## src/rtl/pipe_hazard_unit.sv

```systemverilog
// Pipeline hazard unit: per-stage writer tags drive forwarding selects, load-use stall and flushes.
// Optional HAZARD_STATS_EN macro adds saturating stall/forward event counters.
module pipe_hazard_unit #(
  parameter int unsigned AW     = 4,
  parameter int unsigned DEPTH  = 3,
  parameter int unsigned NSRC   = 2,
  parameter int unsigned PC_IDX = 15,
  localparam int unsigned W     = $clog2(DEPTH)
) (
  input  logic                 clk,
  input  logic                 reset,
  input  logic                 en,
  input  logic                 dec_valid,
  input  logic                 dec_we,
  input  logic                 dec_load,
  input  logic [AW-1:0]        dec_wa,
  input  logic [NSRC*AW-1:0]   dec_ra,
  input  logic [NSRC*AW-1:0]   ex_ra,
  input  logic                 branch_taken_e,
  output logic [NSRC*W-1:0]    fwd_sel,
  output logic                 stall_f,
  output logic                 stall_d,
  output logic                 flush_d,
  output logic                 flush_e,
  output logic [15:0]          stall_cnt,
  output logic [15:0]          fwd_cnt
);

  localparam logic [AW-1:0] PcIdx = AW'(PC_IDX);

  logic [DEPTH-1:0] valid_q, valid_d, we_q, we_d, load_q, load_d;
  logic [AW-1:0]    wa_q [DEPTH];
  logic [AW-1:0]    wa_d [DEPTH];
  logic [DEPTH-1:0] match;
  logic             lwstall;

  always_comb begin
    for (int s = 0; s < int'(DEPTH); s++) begin
      match[s] = valid_q[s] & we_q[s] & (wa_q[s] != PcIdx);
    end
  end

  // Scan oldest to youngest so the youngest matching stage overwrites the select.
  always_comb begin
    fwd_sel = '0;
    for (int i = 0; i < int'(NSRC); i++) begin
      for (int s = int'(DEPTH) - 1; s >= 1; s--) begin
        if (match[s] && (wa_q[s] == ex_ra[i*AW +: AW])) begin
          fwd_sel[i*W +: W] = W'(s);
        end
      end
    end
  end

  always_comb begin
    lwstall = 1'b0;
    for (int i = 0; i < int'(NSRC); i++) begin
      if (match[0] && load_q[0] && (wa_q[0] == dec_ra[i*AW +: AW])) begin
        lwstall = 1'b1;
      end
    end
  end

  assign stall_f = lwstall;
  assign stall_d = lwstall;
  assign flush_d = branch_taken_e;
  assign flush_e = lwstall | branch_taken_e;

  always_comb begin
    valid_d = valid_q;
    we_d    = we_q;
    load_d  = load_q;
    wa_d    = wa_q;
    if (en) begin
      for (int s = 1; s < int'(DEPTH); s++) begin
        valid_d[s] = valid_q[s-1];
        we_d[s]    = we_q[s-1];
        load_d[s]  = load_q[s-1];
        wa_d[s]    = wa_q[s-1];
      end
      valid_d[0] = dec_valid & ~flush_e;
      we_d[0]    = dec_we;
      load_d[0]  = dec_load;
      wa_d[0]    = dec_wa;
    end
  end

  always_ff @(posedge clk or negedge reset) begin
    if (!reset) begin
      valid_q <= '0;
      we_q    <= '0;
      load_q  <= '0;
      for (int s = 0; s < int'(DEPTH); s++) begin
        wa_q[s] <= '0;
      end
    end else begin
      valid_q <= valid_d;
      we_q    <= we_d;
      load_q  <= load_d;
      wa_q    <= wa_d;
    end
  end

`ifdef HAZARD_STATS_EN
  logic [15:0] stall_cnt_q, stall_cnt_d, fwd_cnt_q, fwd_cnt_d;

  always_comb begin
    stall_cnt_d = stall_cnt_q;
    fwd_cnt_d   = fwd_cnt_q;
    if (en) begin
      if (lwstall && (stall_cnt_q != 16'hFFFF)) stall_cnt_d = stall_cnt_q + 16'd1;
      if ((|fwd_sel) && (fwd_cnt_q != 16'hFFFF)) fwd_cnt_d = fwd_cnt_q + 16'd1;
    end
  end

  always_ff @(posedge clk or negedge reset) begin
    if (!reset) begin
      stall_cnt_q <= '0;
      fwd_cnt_q   <= '0;
    end else begin
      stall_cnt_q <= stall_cnt_d;
      fwd_cnt_q   <= fwd_cnt_d;
    end
  end

  assign stall_cnt = stall_cnt_q;
  assign fwd_cnt   = fwd_cnt_q;
`else
  assign stall_cnt = '0;
  assign fwd_cnt   = '0;
`endif

endmodule

```

## config.mk

```make
export PLATFORM = sky130hd
export DESIGN_NAME = pipe_hazard_unit
export DESIGN_NICKNAME = d
export VERILOG_FILES = /design/src/rtl/pipe_hazard_unit.sv
export SDC_FILE = /design/constraint.sdc
export NUM_CORES = 1
export LEC_CHECK = 0
export ABC_AREA = 1
export BUFFER_PORTS_ARGS = -buffer_cell sky130_fd_sc_hd__buf_2
export CAP_MARGIN = 20
export CORE_UTILIZATION = 41
export DETAILED_ROUTE_END_ITERATION = 8
export PLACE_DENSITY = 0.77
export SYNTH_ARGS = -nofsm -noshare
export SYNTH_HDL_FRONTEND = slang
export SYNTH_SLANG_ARGS = --single-unit
```

## constraint.sdc

```tcl
create_clock -name clk -period 1.02 [get_ports clk]
set_input_delay 0.204 -clock clk [delete_from_list [all_inputs] [get_ports clk]]
set_output_delay 0.204 -clock clk [all_outputs]
set_load 0.02 [all_outputs]
```

==> impl_metrics.json, run 1 <==
{
  "status": "complete, but fails checks",
  "violations": "setup timing",
  "clk_path_buf_depth": 2,
  "power_density_mw_per_mm2": 1100,
  "skew_ns": 0.0107,
  "fin_ws_ns": -0.646,
  "vdd_drop_max_mv": 0.632,
  "power_leakage_nw": 0.980,
  "synth_mux_area_frac": 0,
  "synth_top_area_frac": 0.347,
  "io_pins": 67,
  "hpwlAfterDp_um": 2070,
  "dp_slack_ns": -0.366,
  "rows": 20,
  "yosys-top-cells-area": "dfrtp_1 (35%), buf_4 (19%), nand2_1 (14%)",
  "end_kind": "output pin",
  "fin_crit_ns": 1.67,
  "design_area_sq_mm": 0.00180,
  "fin_util": 0.581,
  "synth_simple_gate_area_frac": 0.235,
  "drc": 0,
  "min_to": "wa_q[8]$_DFFE_PN0P_",
  "synth-compound-area-share": 0.0547,
  "startpoint": "wa_q[7]$_DFFE_PN0P_",
  "yosys.cell_types.count": 16,
  "drt-initial-drc-count": 24,
  "synth_cells": 184,
  "fin_total_pwr_mw": 1.98,
  "place_congestion": 0.882,
  "htree_levels": 1,
  "cts_root_buf": "clkbuf_4",
  "rsz0062_at_grt": "yes",
  "ys_async_sr_fraction": 1.00,
  "criticalPathCategory": "register to output pin",
  "fillCellCount": 295,
  "tns_ns": -4.66,
  "setup_viol": 8,
  "timing.final.crit_share": 1.63,
  "cts_tree": "done",
  "yosysTopAreaCell": "dfrtp_1",
  "slew_violations": 0,
  "via_count": 1216,
  "ys.flop_type": "dfrtp_1",
  "cts_made_buffers": 3,
  "worstPathRequired_ns": 0.82,
  "wl_per_cell_um": 10.0,
  "grt_max_degree": 20,
  "worst_path_largest_cell_delay_ns": 0.47,
  "dp.cells": 273,
  "cp_cell_sequence": "nand4_1, nand3_2, nor3_4, nor3_2, buf_4",
  "first_pass_iters": 4,
  "synth_area_per_cell_sq_um": 7.45,
  "die_h_um": 59.8,
  "cap_viol_max_count": 0,
  "core_area_sq_mm": 0.00310,
  "viasPerCell": 4.28,
  "placed_area_sq_mm": 0.00161,
  "path_clk_slew_ns": 0.11,
  "synth_edf_count": 0,
  "startpoint_type": "register",
  "drt_wl_total_um": 2850,
  "reg2reg_setup_slack_ns": -0.37,
  "synth_seq_cells": 19,
  "synth_top_family_by_area": "buffers and inverters",
  "stdcell_count": 284,
  "synth_xor_area_frac": 0.115,
  "worst_ep_arrival_time_ns": 1.46,
  "grt_pass1_vias": 1037,
  "layout.nets": 268,
  "fp.dieW_um": 59.8,
  "synth-warning-count": 0,
  "synth_common_cells": "nand2_1 (52), buf_4 (34), dfrtp_1 (19)",
  "grt_pass1_wl_um": 4310,
  "yosysMostFrequentCell": "nand2_1",
  "ys_seq_area_frac": 0.347,
  "r2r_end": "valid_q[0]$_DFFE_PN0P_",
  "crit_fanout": 4,
  "syn_to_final_growth_pct": 31.4,
  "finalHoldViolCount": 0,
  "hold_depth": 3,
  "cts.sinks": 19,
  "r2r-start": "wa_q[10]$_DFFE_PN0P_",
  "crit_path_top_delay_cell": "dfrtp_2",
  "hold_path.class": "input port to register",
  "initial_utilization": 0.442,
  "antenna_cells": 0,
  "synthAdderAreaFrac": 0,
  "syn_area_sq_mm": 0.00137,
  "die_area_sq_mm": 0.00358,
  "reg2regPathDepth": 7,
  "fmax_mhz": 600,
  "hp-start": "dec_wa[0]",
  "holdWs_ns": 0.102,
  "overflow": 0,
  "clock_latency_ns": 0.30,
  "portBuffers": 34,
  "grt_usage": 0.160,
  "antenna_found_initial": 0,
  "ant_nets": 0,
  "drive_gt1_frac": 0.350
}
-- critical path: cells and delay by family, from the launching register on --
| family | cells | cell delay (ns) |
|---|---|---|
| AND/OR/NAND/NOR | 4 | 0.54 |
| flip-flops | 1 | 0.47 |
| buffers and inverters | 1 | 0.15 |
-- logic make-up (layout without fill, tap and decap cells) --
family / Yosys count / in the layout
simple gates: 76 / 76
buf+inv: 55 / 80
flops: 19 / 19
xor+xnor: 18 / 18
compound gates: 15 / 15
other cells: 1 / 32
-- sequential cells by signal, indices dropped and copies added (netlist names) --
register	cells
wa_q	12
valid_q	3
we_q	3
load_q	1
-- cell usage in the layout (no fill, tap or decap) --
master / count
nand2_2: 1
nor2_2: 3
buf_6: 9
conb_1: 32
dlygate4sd3_1: 1
nand3_2: 4
nor3_1: 1
nor3_2: 1
nor3_4: 2
xor2_1: 7
nand4_1: 4
buf_2: 27
nand3_1: 2
nor2_1: 6
clkbuf_4: 3
xnor2_2: 4
xnor2_1: 7
nor2_4: 1
buf_12: 1
buf_4: 20
o21ai_0: 15
inv_1: 14
dfrtp_1: 15
nand2_1: 51
clkbuf_1: 1
dfrtp_2: 4
inv_2: 4
-- timing repair --
item	in CTS	in global routing
setup buffers	2	4
pin swaps	6	11
endpoints found under the hold margin	19	0
hold buffers	1	0
resized for setup	21	11
endpoints found under the setup margin	8	8
cloned	0	0
-- layout make-up --
class | instances | area [sq um] | area share
repair buffers | 58 | 417 | 0.231
flip-flops and latches | 19 | 480 | 0.267
clock buffers | 4 | 26.3 | 0.0146
inverters | 18 | 67.6 | 0.0375
well taps | 44 | 55.1 | 0.0306
multi-input cells | 141 | 756 | 0.419
-- power breakdown --
part	total (mW)	switching, mW	internal [mW]
logic	0.678	0.377	0.300
registers	0.927	0.0904	0.836
clock network	0.380	0.228	0.152
total	1.98	0.696	1.29
-- how the worst max path moves through the flow --
stage / to / slack [ns]
floorplan: fwd_sel[3] / -0.28
global placement: fwd_sel[2] / -0.34
detailed placement: fwd_sel[2] / -0.37
CTS: fwd_sel[2] / -0.65
global route: fwd_sel[1] / -0.76
finish: fwd_sel[1] / -0.65
-- layer usage --
layer	vias up	share of wire	global-route usage
met3	2	0.047	0.0238
met5	-	0	0
met2	39	0.54	0.289
met4	0	0.0032	0.0498
met1	560	0.41	0.194
li1	615	-	-
No activity file was read; power rests on OpenSTA's default activity.
==> run 2: changes to the inputs <==
- CELL_PAD_IN_SITES_DETAIL_PLACEMENT: default -> 1
- CELL_PAD_IN_SITES_GLOBAL_PLACEMENT: default -> 2
- CORE_MARGIN: default -> 5
- CORE_UTILIZATION: 41 -> 21
- PLACE_DENSITY: 0.77 -> 0.76
==> impl_metrics.json, run 2 (synthesis gave the netlist of run 1 again) <==
{
  "antenna_found_initial": 0,
  "violations": "setup timing",
  "die_h_um": 90.8,
  "finalHoldViolCount": 0,
  "reg2regPathDepth": 7,
  "multi_input_area_sq_um": 738,
  "fin_util": 0.283,
  "overflow": 0,
  "criticalPathCategory": "register to output pin",
  "drive_gt1_frac": 0.332,
  "hold_depth": 3,
  "cts_made_buffers": 3,
  "htree_levels": 1,
  "crit_fanout": 4,
  "seqCellArea_sq_um": 480,
  "clock_latency_ns": 0.26,
  "cts_tree": "done",
  "rows": 29,
  "wl_per_cell_um": 10.9,
  "cts.sinks": 19,
  "fin_total_pwr_mw": 2.08,
  "largest_reg_flops": 12,
  "setup_viol": 8,
  "rsz0062_at_grt": "yes",
  "portBuffers": 34,
  "worstPathRequired_ns": 0.82,
  "core_area_sq_mm": 0.00635,
  "fmax_mhz": 613,
  "cp_cell_sequence": "nand4_1, nand3_2, nor3_4, nor2_4, buf_6",
  "cts_root_buf": "clkbuf_8",
  "status": "complete, but fails checks",
  "vdd_drop_max_mv": 0.393,
  "worst_path_largest_cell_delay_ns": 0.45,
  "dp.cells": 305,
  "drt_wl_total_um": 3410,
  "final_common_cell": "nand2_1",
  "skew_ns": 0.000824,
  "holdWs_ns": 0.151,
  "stdcell_count": 312,
  "grt_usage": 0.0819,
  "place_congestion": 0.811,
  "cap_viol_max_count": 0,
  "initial_utilization": 0.216,
  "layout.nets": 263,
  "die_area_sq_mm": 0.00825,
  "fin_ws_ns": -0.611,
  "first_pass_iters": 4,
  "hpwlAfterDp_um": 2850,
  "grt_pass1_wl_um": 5680,
  "startpoint_type": "register",
  "clk_path_buf_depth": 2,
  "fillCellCount": 787,
  "grt_max_degree": 20,
  "drt-initial-drc-count": 37,
  "drc": 0,
  "top_regs": "wa_q: 12 flops, valid_q: 3 flops, we_q: 3 flops",
  "fin_crit_ns": 1.63,
  "placed_area_sq_mm": 0.00165,
  "largest-register": "wa_q",
  "crit_path_top_delay_cell": "dfrtp_2",
  "viasPerCell": 3.76,
  "hold_path.class": "input port to register",
  "slew_violations": 0,
  "path_clk_slew_ns": 0.07,
  "antenna_cells": 0,
  "power_density_mw_per_mm2": 1160,
  "most-common-layout-cells": "nand2_1 (51), conb_1 (32), buf_2 (28)",
  "timing.final.crit_share": 1.60,
  "syn_to_final_growth_pct": 31.0,
  "ant_nets": 0,
  "worst_ep_arrival_time_ns": 1.43,
  "design_area_sq_mm": 0.00180,
  "grt_pass1_vias": 1242,
  "io_pins": 67,
  "via_count": 1173,
  "fp.dieW_um": 90.8,
  "end_kind": "output pin",
  "power_leakage_nw": 0.946
}
run 2: cell types whose count changed in the layout (fill, tap and decap cells not counted), moves of 2 or more:
cell | previous run | this run
xnor2_1 | 7 | 11
clkbuf_8 | 0 | 3
xnor2_2 | 4 | 0
clkbuf_4 | 3 | 0
buf_6 | 9 | 7
buf_4 | 20 | 16
nor2_2 | 3 | 6
nor2_1 | 6 | 3
run 2: path summary, 6_finish.rpt:
check / start / endpoint / slack, ns
max in group asynchronous: reset / wa_q[6]$_DFFE_PN0P_ / 0.27
worst max register to register: wa_q[8]$_DFFE_PN0P_ / valid_q[0]$_DFFE_PN0P_ / -0.23
min in group asynchronous: reset / wa_q[0]$_DFFE_PN0P_ / 0.42
worst min register to register: load_q[0]$_DFFE_PN0P_ / load_q[0]$_DFFE_PN0P_ / 0.49
worst max-delay path: wa_q[6]$_DFFE_PN0P_ / fwd_sel[3] / -0.61
worst min-delay path: dec_load / load_q[0]$_DFFE_PN0P_ / 0.15
run 2: power breakdown:
part | total, mW | switching (mW) | internal [mW]
clock network | 0.525 | 0.247 | 0.278
logic | 0.629 | 0.367 | 0.262
registers | 0.928 | 0.0913 | 0.837
total | 2.08 | 0.705 | 1.38
run 2: worst max-delay path, delay by kind of cell (launching register included):
family,cells,cell delay [ns]
simple gates,4,0.58
buf+inv,1,0.13
flops,1,0.45
run 2: metrics by stage:
step / setup slack, ns / TNS [ns]
2_1_floorplan: -0.279 / -1.28
3_3_place_gp: -0.352 / -2.54
3_5_place_dp: -0.369 / -2.66
4_1_cts: -0.612 / -4.36
5_1_grt: -0.703 / -4.92
6_report: -0.611 / -4.21
run 2: area by class of cell:
cell class	count	area share
Sequential cell	19	0.267
Timing Repair Buffer	53	0.205
Inverter	18	0.0376
Multi-Input combinational cell	141	0.411
Tap cell	77	0.0536
Clock buffer	4	0.0251
run 2: repair_timing:
action | CTS | global route
pin swaps | 7 | 11
cloned | 0 | 0
setup endpoints to repair | 8 | 8
hold buffers | 1 | 0
hold endpoints to repair | 19 | 0
setup buffers | 3 | 1
resized for setup | 20 | 10
run 2: routing by layer:
layer | global-route usage | share of wire
met4 | 0.0293 | 0.015
met1 | 0.110 | 0.47
met2 | 0.131 | 0.45
met3 | 0.0150 | 0.067
met5 | 0 | 0
==> run 3: changes to the inputs <==
- TNS_END_PERCENT: default -> 50
==> impl_metrics.json, run 3 (synthesis gave the netlist of run 1 again) <==
{
  "core_area_sq_mm": 0.00635,
  "path_clk_slew_ns": 0.08,
  "syn_to_final_growth_pct": 30.9,
  "ant_nets": 0,
  "cts_tree": "done",
  "largest_reg_flops": 12,
  "io_pins": 67,
  "wl_per_cell_um": 10.8,
  "crit_fanout": 4,
  "grt_pass1_vias": 1202,
  "holdWs_ns": 0.141,
  "fin_ws_ns": -0.586,
  "cts_made_buffers": 3,
  "drt_wl_total_um": 3330,
  "worstPathRequired_ns": 0.82,
  "power_frac_clock": 0.261,
  "fp.dieW_um": 90.8,
  "initial_utilization": 0.216,
  "clk_path_buf_depth": 2,
  "portBuffers": 34,
  "timing.final.crit_share": 1.57,
  "antenna_found_initial": 0,
  "fmax_mhz": 623,
  "tns_ns": -3.95,
  "setup_viol": 8,
  "first_pass_iters": 3,
  "die_area_sq_mm": 0.00825,
  "drive_gt1_frac": 0.345,
  "rsz0062_at_grt": "yes",
  "via_count": 1158,
  "clock_latency_ns": 0.27,
  "most-common-layout-cells": "nand2_1 (51), conb_1 (32), buf_2 (28)",
  "rows": 29,
  "status": "complete, but fails checks",
  "die_h_um": 90.8,
  "final_common_cell": "nand2_1",
  "drc": 0,
  "grt_max_degree": 22,
  "place_congestion": 0.836,
  "startpoint_type": "register",
  "htree_levels": 1,
  "viasPerCell": 3.75,
  "cts.sinks": 19,
  "largest-register": "wa_q",
  "hold_path.class": "input port to register",
  "power_frac_comb": 0.301,
  "fin_crit_ns": 1.61,
  "violations": "setup timing",
  "cap_viol_max_count": 0,
  "p_sw_frac": 0.350,
  "grt_pass1_wl_um": 5610,
  "intPower_mw": 1.39,
  "p_sw_mw": 0.748,
  "hpwlAfterDp_um": 2720,
  "power_leakage_nw": 0.945,
  "vdd_drop_max_mv": 0.432,
  "antenna_cells": 0,
  "layout.nets": 260,
  "finalHoldViolCount": 0,
  "criticalPathCategory": "register to output pin",
  "top_regs": "wa_q: 12 flops, valid_q: 3 flops, we_q: 3 flops",
  "p_seq_frac": 0.438,
  "drt-initial-drc-count": 53,
  "skew_ns": 0.00702,
  "end_kind": "output pin",
  "cts_root_buf": "clkbuf_8",
  "grt_usage": 0.0826,
  "power_density_mw_per_mm2": 1190,
  "overflow": 0,
  "slew_violations": 0,
  "fin_util": 0.283,
  "fillCellCount": 789,
  "worst_ep_arrival_time_ns": 1.40
}
-- run 3: worst paths after layout --
check | start | end | slack (ns) | cells after the start
min | dec_load | load_q[0]$_DFFE_PN0P_ | 0.14 | 3
min reg2reg | load_q[0]$_DFFE_PN0P_ | load_q[0]$_DFFE_PN0P_ | 0.49 | 2
max | wa_q[7]$_DFFE_PN0P_ | fwd_sel[3] | -0.59 | 5
max reg2reg | wa_q[10]$_DFFE_PN0P_ | valid_q[0]$_DFFE_PN0P_ | -0.09 | 5
max in group asynchronous | reset | wa_q[7]$_DFFE_PN0P_ | 0.26 | 2
min in group asynchronous | reset | wa_q[0]$_DFFE_PN0P_ | 0.42 | 2
-- run 3: critical path: stages (launching register included) --
cell     delay, ns
dfrtp_2       0.44
xnor2_1       0.18
nand3_2       0.11
nor3_4        0.24
nor2_4        0.04
buf_6         0.13
-- run 3: final cells by class --
type,count,area (sq um),area share
flip-flops and latches,19,480,0.268
inverters,18,67.6,0.0376
well taps,77,96.3,0.0537
repair buffers,50,339,0.189
multi-input cells,141,763,0.425
clock buffers,3,41.3,0.0230
clock inverters,1,7.51,0.00418
-- run 3: power groups by stage --
stage	registers [mW]	clock network, mW	logic (mW)
after global routing	0.951	0.600	0.731
final	0.934	0.558	0.643
after floorplan	0.917	0	0.469
after detailed placement	0.940	0	0.598
after CTS	0.934	0.577	0.609
after global placement	0.934	0	0.590
-- run 3: stage by stage --
| step | instance area (sq um) | instances | setup WS, ns | power (mW) |
|---|---|---|---|---|
| 2_1_floorplan | 1510 | 215 | -0.279 | 1.39 |
| 5_1_grt | 1800 | 309 | -0.661 | 2.28 |
| 6_report | 1800 | 309 | -0.586 | 2.14 |
| 3_5_place_dp | 1630 | 303 | -0.351 | 1.54 |
| 3_3_place_gp | 1630 | 303 | -0.343 | 1.52 |
| 4_1_cts | 1720 | 308 | -0.597 | 2.12 |
-- run 3: metal layers --
layer | wire length (um) | GRT usage
met4 | 63 | 0.0403
met3 | 243 | 0.0158
met2 | 1500 | 0.127
met5 | 0 | 0
met1 | 1520 | 0.110
-- run 3: timing repair --
item	CTS	global route
hold endpoints to repair	19	0
buffers inserted	0	1
gates cloned	0	0
setup endpoints to repair	8	8
hold buffers	1	0
pin swaps	6	8
gates resized for setup	15	16
